==> src/rtl/riscv_lsu.sv <==
`default_nettype none
// ============================================================================
// Module   : riscv_lsu
// Brief    : RISC-V load/store unit. Aligns and lane-replicates stores,
//            extends loads, and flags misaligned or illegal-size accesses.
// Revision : 1.0 - initial release
// ============================================================================
module riscv_lsu (
    input  logic        clk_i,
    input  logic        rst_i,
    input  logic        core_req_i,
    input  logic        core_we_i,
    input  logic [2:0]  core_size_i,
    input  logic [31:0] core_addr_i,
    input  logic [31:0] core_wd_i,
    output logic [31:0] core_rd_o,
    output logic        core_stall_o,
    output logic        lsu_err_o,
    output logic        mem_req_o,
    output logic        mem_we_o,
    output logic [3:0]  mem_be_o,
    output logic [31:0] mem_addr_o,
    output logic [31:0] mem_wd_o,
    input  logic [31:0] mem_rd_i,
    input  logic        mem_ready_i
);

    localparam logic [1:0] c_IDLE = 2'd0;
    localparam logic [1:0] c_WAIT = 2'd1;
    localparam logic [1:0] c_DONE = 2'd2;

    logic [1:0]  r_state;
    logic [2:0]  r_size;
    logic [1:0]  r_off;

    logic        w_size_legal;
    logic        w_misaligned;
    logic        w_err;
    logic [3:0]  w_be;
    logic [31:0] w_wd;
    logic [7:0]  w_byte;
    logic [15:0] w_half;
    logic [31:0] w_load;

    assign core_stall_o = core_req_i && (r_state != c_DONE);

    always_comb begin
        w_size_legal = 1'b0;
        w_misaligned = 1'b0;
        w_be         = 4'b1111;
        w_wd         = core_wd_i;
        case (core_size_i)
            3'b000, 3'b001, 3'b010, 3'b100, 3'b101: w_size_legal = 1'b1;
            default:                                w_size_legal = 1'b0;
        endcase
        case (core_size_i[1:0])
            2'b00: begin
                w_be = 4'b0001 << core_addr_i[1:0];
                w_wd = {4{core_wd_i[7:0]}};
            end
            2'b01: begin
                w_misaligned = core_addr_i[0];
                w_be         = 4'b0011 << core_addr_i[1:0];
                w_wd         = {2{core_wd_i[15:0]}};
            end
            default: begin
                w_misaligned = |core_addr_i[1:0];
                w_be         = 4'b1111;
                w_wd         = core_wd_i;
            end
        endcase
        w_err = !w_size_legal || w_misaligned;
    end

    // Load lane selection uses the offset captured at request time.
    always_comb begin
        w_byte = mem_rd_i[7:0];
        case (r_off)
            2'd0:    w_byte = mem_rd_i[7:0];
            2'd1:    w_byte = mem_rd_i[15:8];
            2'd2:    w_byte = mem_rd_i[23:16];
            default: w_byte = mem_rd_i[31:24];
        endcase
        w_half = r_off[1] ? mem_rd_i[31:16] : mem_rd_i[15:0];
        case (r_size)
            3'b000:  w_load = {{24{w_byte[7]}}, w_byte};
            3'b001:  w_load = {{16{w_half[15]}}, w_half};
            3'b100:  w_load = {24'd0, w_byte};
            3'b101:  w_load = {16'd0, w_half};
            default: w_load = mem_rd_i;
        endcase
    end

    always_ff @(posedge clk_i) begin
        if (rst_i) begin
            r_state    <= c_IDLE;
            r_size     <= 3'd0;
            r_off      <= 2'd0;
            mem_req_o  <= 1'b0;
            mem_we_o   <= 1'b0;
            mem_be_o   <= 4'b0000;
            mem_addr_o <= 32'd0;
            mem_wd_o   <= 32'd0;
            core_rd_o  <= 32'd0;
            lsu_err_o  <= 1'b0;
        end else begin
            case (r_state)
                c_IDLE: begin
                    if (core_req_i) begin
                        if (w_err) begin
                            lsu_err_o <= 1'b1;
                            core_rd_o <= 32'd0;
                            r_state   <= c_DONE;
                        end else begin
                            mem_req_o  <= 1'b1;
                            mem_we_o   <= core_we_i;
                            mem_be_o   <= w_be;
                            mem_addr_o <= {core_addr_i[31:2], 2'b00};
                            mem_wd_o   <= w_wd;
                            r_size     <= core_size_i;
                            r_off      <= core_addr_i[1:0];
                            r_state    <= c_WAIT;
                        end
                    end
                end
                c_WAIT: begin
                    if (mem_ready_i) begin
                        mem_req_o <= 1'b0;
                        if (!mem_we_o) begin
                            core_rd_o <= w_load;
                        end
                        r_state <= c_DONE;
                    end
                end
                c_DONE: begin
                    lsu_err_o <= 1'b0;
                    r_state   <= c_IDLE;
                end
                default: r_state <= c_IDLE;
            endcase
        end
    end

endmodule
`default_nettype wire

==> config.mk <==
export PLATFORM = sky130hd
export DESIGN_NAME = riscv_lsu
export DESIGN_NICKNAME = d
export VERILOG_FILES = /design/src/rtl/riscv_lsu.sv
export SDC_FILE = /design/constraint.sdc
export NUM_CORES = 1
export LEC_CHECK = 0
export CORE_MARGIN = 4
export CORE_UTILIZATION = 30
export DETAILED_ROUTE_END_ITERATION = 8
export GPL_TIMING_DRIVEN = 0
export MAX_ROUTING_LAYER = met4
export SYNTH_ARGS = -nofsm -noshare
export SYNTH_HDL_FRONTEND = slang
export SYNTH_SLANG_ARGS = --single-unit
==> constraint.sdc <==
create_clock -name clk_i -period 2.8 [get_ports clk_i]
set_input_delay 0.56 -clock clk_i [delete_from_list [all_inputs] [get_ports clk_i]]
set_output_delay 0.56 -clock clk_i [all_outputs]
set_load 0.01 [all_outputs]
==> metrics.md <==
| Metric | Value |
|---|---|
| Seq/Total Area, Yosys | `about 46%` |
| EDFF count, synth | `0` |
| PortBufs | `about 200` |
| CP arrival | `1960 ps` |
| Setup TNS Final | `0 ps` |
| Setup crit start kind | `input pin` |
| Avg Vias per Cell | `4.936` |
| Starting density of the core | `between 30 and 40%` |
| Via Count | `4818` |
| Global route overflow | `0` |
| Critical path class | `input pin to output port` |
| Layout Nets | `~860` |
| GP Congestion | `roughly 0.86` |
| Initial antenna violation count | `0` |
| Post-synthesis cell type count | `46` |
| Async SR Flop Fraction | `0%` |
| Largest net degree at the start of global routing | `19` |
| Worst IR Drop VDD | `roughly 290 uV` |
| Critical Path Fanout Max | `5` |
| Horiz. Die Dim | `between 100 and 150 microns` |
| Ant. Diodes | `0` |
| DRC violation total after the first TritonRoute iteration | `around 250` |
| Worst slew pin tran | `roughly 640 ps` |
| Worst Hold Class | `register to register` |
| Worst setup margin | `between 200 and 300 ps` |
| Synth Flop Type | `dfxtp_1` |
| Final-report max-slew violation count | `0` |
| Final hold vios | `0` |
| Area contributors post-synth | `dfxtp_1 46%, nand2_1 9.0%, a21oi_1 7.6%` |
| Gr usage total | `roughly a fifth` |
| Number of setup buffers added after CTS | `0` |
| Post-Syn Instances | `around 540` |
| Cell Rows | `45` |
| Top Ports | `~210` |
| Cell taking the most area after synthesis | `dfxtp_1` |
| Final Skew | `slightly below 10 ps` |
| CTS tree | `built` |
| Crit path time final | `about 2500 ps` |
| H-tree lvl count | `3` |
| Setup violators final | `0` |
| Relative slew margins | `between 50% and 60%` |
| Clock buffer count from CTS | `9` |
| Yosys reg bits | `around 110` |
| Area growth, synth to finish | `55.57%` |
| Die ar. | `17840 sq um` |
| Synth Cell Area | `4731 sq um` |
| Core Area | `15310 sq um` |
| Reg clk slew, reported paths | `~70 ps` |
| Pleak | `roughly 0.0026 uW` |
| Max Cap Viol | `0` |
| Vias in the first global route | `~5000` |
| CP Capture Type | `output port` |
| PwrDens | `between 500 and 600 nW/um^2` |
| Clock buffer depth | `2` |
| Yosys top cell area share | `approximately 46%` |
| Final period util | `between 90% and 100%` |
| RSZ-0062 raised after global routing | `false` |
| Pre-antenna DRT Iters | `4` |
| DRT antenna net count | `0` |
| Clk sink count | `108` |
| WP data required | `roughly 2200 ps` |
| First-pass GRT wire length | `about 27000 microns` |
| Mean post-synth cell area | `8.696 sq um` |
| Total wire length | `17130 microns` |
| Post-CTS Hold Fix Bufs | `0` |
| # resized after CTS | `0` |
| Status | `finished clean` |
| Proportion of layout cells with a drive suffix above 1 | `7.712%` |
| Die Ht | `133.6 microns` |
| DP HPWL | `between 10000 and 15000 microns` |
| F_max | `a little under 400 MHz` |
| Clk root buf | `clkbuf_16` |
| Post-Place Worst Slack | `150.8 ps` |
| Drt wl/cell | `approximately 18 microns` |
| # DRC | `0` |
| Clock Latency Late Sink | `360 ps` |
| Yosys Warn Count | `0` |
-- routing by layer --
| layer | global-route usage, % | routed length, microns | vias to the layer above |
|---|---|---|---|
| met2 | 30.67 | 7923 | 174 |
| met3 | 5.476 | 1276 | 14 |
| met5 | - | 0 | - |
| li1 | - | - | 2380 |
| met1 | 24.07 | 7687 | 2250 |
| met4 | 5.714 | 240 | 0 |
-- power breakdown --
group | switching (uW) | internal, uW
registers | 41.8 | 1610
logic | 343 | 369
clock network | 615 | 755
total | 1000 | 2730
-- path summary, 6_finish.rpt --
path	start	slack, ps	depth (start not counted)	end
hold reg to reg	mem_addr_o[23]	450	2	mem_addr_o[23]
setup / recovery	core_req_i	280	3	core_stall_o
hold / removal	mem_addr_o[23]	450	2	mem_addr_o[23]
setup reg to reg	r_off[1]	860	6	core_rd_o[7]
-- state kept, by name, indices dropped and copies added (netlist names) --
signal	count
core_rd_o	32
lsu_err_o	1
mem_addr_o	30
mem_be_o	4
mem_req_o	1
mem_wd_o	32
mem_we_o	1
r_off	2
r_size	3
r_state	2
-- Yosys cell counts, types with 3 or more instances --
library cell / instances
nand2_1: 114
dfxtp_1: 108
a21oi_1: 72
nor2_1: 26
o21ai_0: 23
clkbuf_1: 21
buf_2: 20
mux2i_1: 17
a221o_1: 16
a211oi_1: 11
nand2b_1: 11
or3_1: 10
a311oi_1: 9
mux2_2: 9
a32o_1: 8
o211ai_1: 8
o2bb2ai_1: 7
a211o_1: 6
and3b_1: 6
buf_4: 5
nor3_1: 4
inv_1: 3
-- layout make-up --
class                      instances  area, sq um
clock inverter                     5        66.31
tap                              211        264.0
multi-input combinational        383         2311
fill                            1516         7955
inverter                           5        18.77
timing repair buffer             204         2042
buffer                            49        242.7
sequential                       108         2162
clock buffer                      11        252.7
-- metrics by stage --
step / cell area (sq um) / utilization, % / power, uW / hold slack, ps / std cells
after global placement: 7041 / 45.97 / 2387 / 442.1 / 960
final: 7360 / 48.06 / 3732 / 454.4 / 976
after detailed placement: 7041 / 45.97 / 2396 / 446.7 / 960
after global routing: 7360 / 48.06 / 3888 / 471.6 / 976
after CTS: 7360 / 48.06 / 3772 / 457.4 / 976
after floorplan: 4735 / - / 1993 / 480.5 / 545
-- critical path, cell delays in order --
cell             delay, ps
clkdlybuf4s50_1        560
a21boi_0               230
clkdlybuf4s50_1        610
-- cells in the final DEF (no fill, tap or decap), drive strengths merged, types with 16 or more instances in the layout --
cell type,synthesis,layout
clkdlybuf4s50,0,204
nand2,114,114
dfxtp,108,108
a21oi,73,73
clkbuf,21,32
buf,28,28
nor2,26,26
o21ai,24,24
mux2i,17,17
a221o,16,16
-- cells by family after synthesis --
family	after synthesis	share of synthesized area, %
multiplexers	27	6.056
flip-flops	108	45.70
AO/OA/AOI/OAI	174	25.39
buffers and inverters	54	5.528
other	1	0.07927
AND/OR/NAND/NOR	180	17.24
No activity file was read; power rests on OpenSTA's default activity.
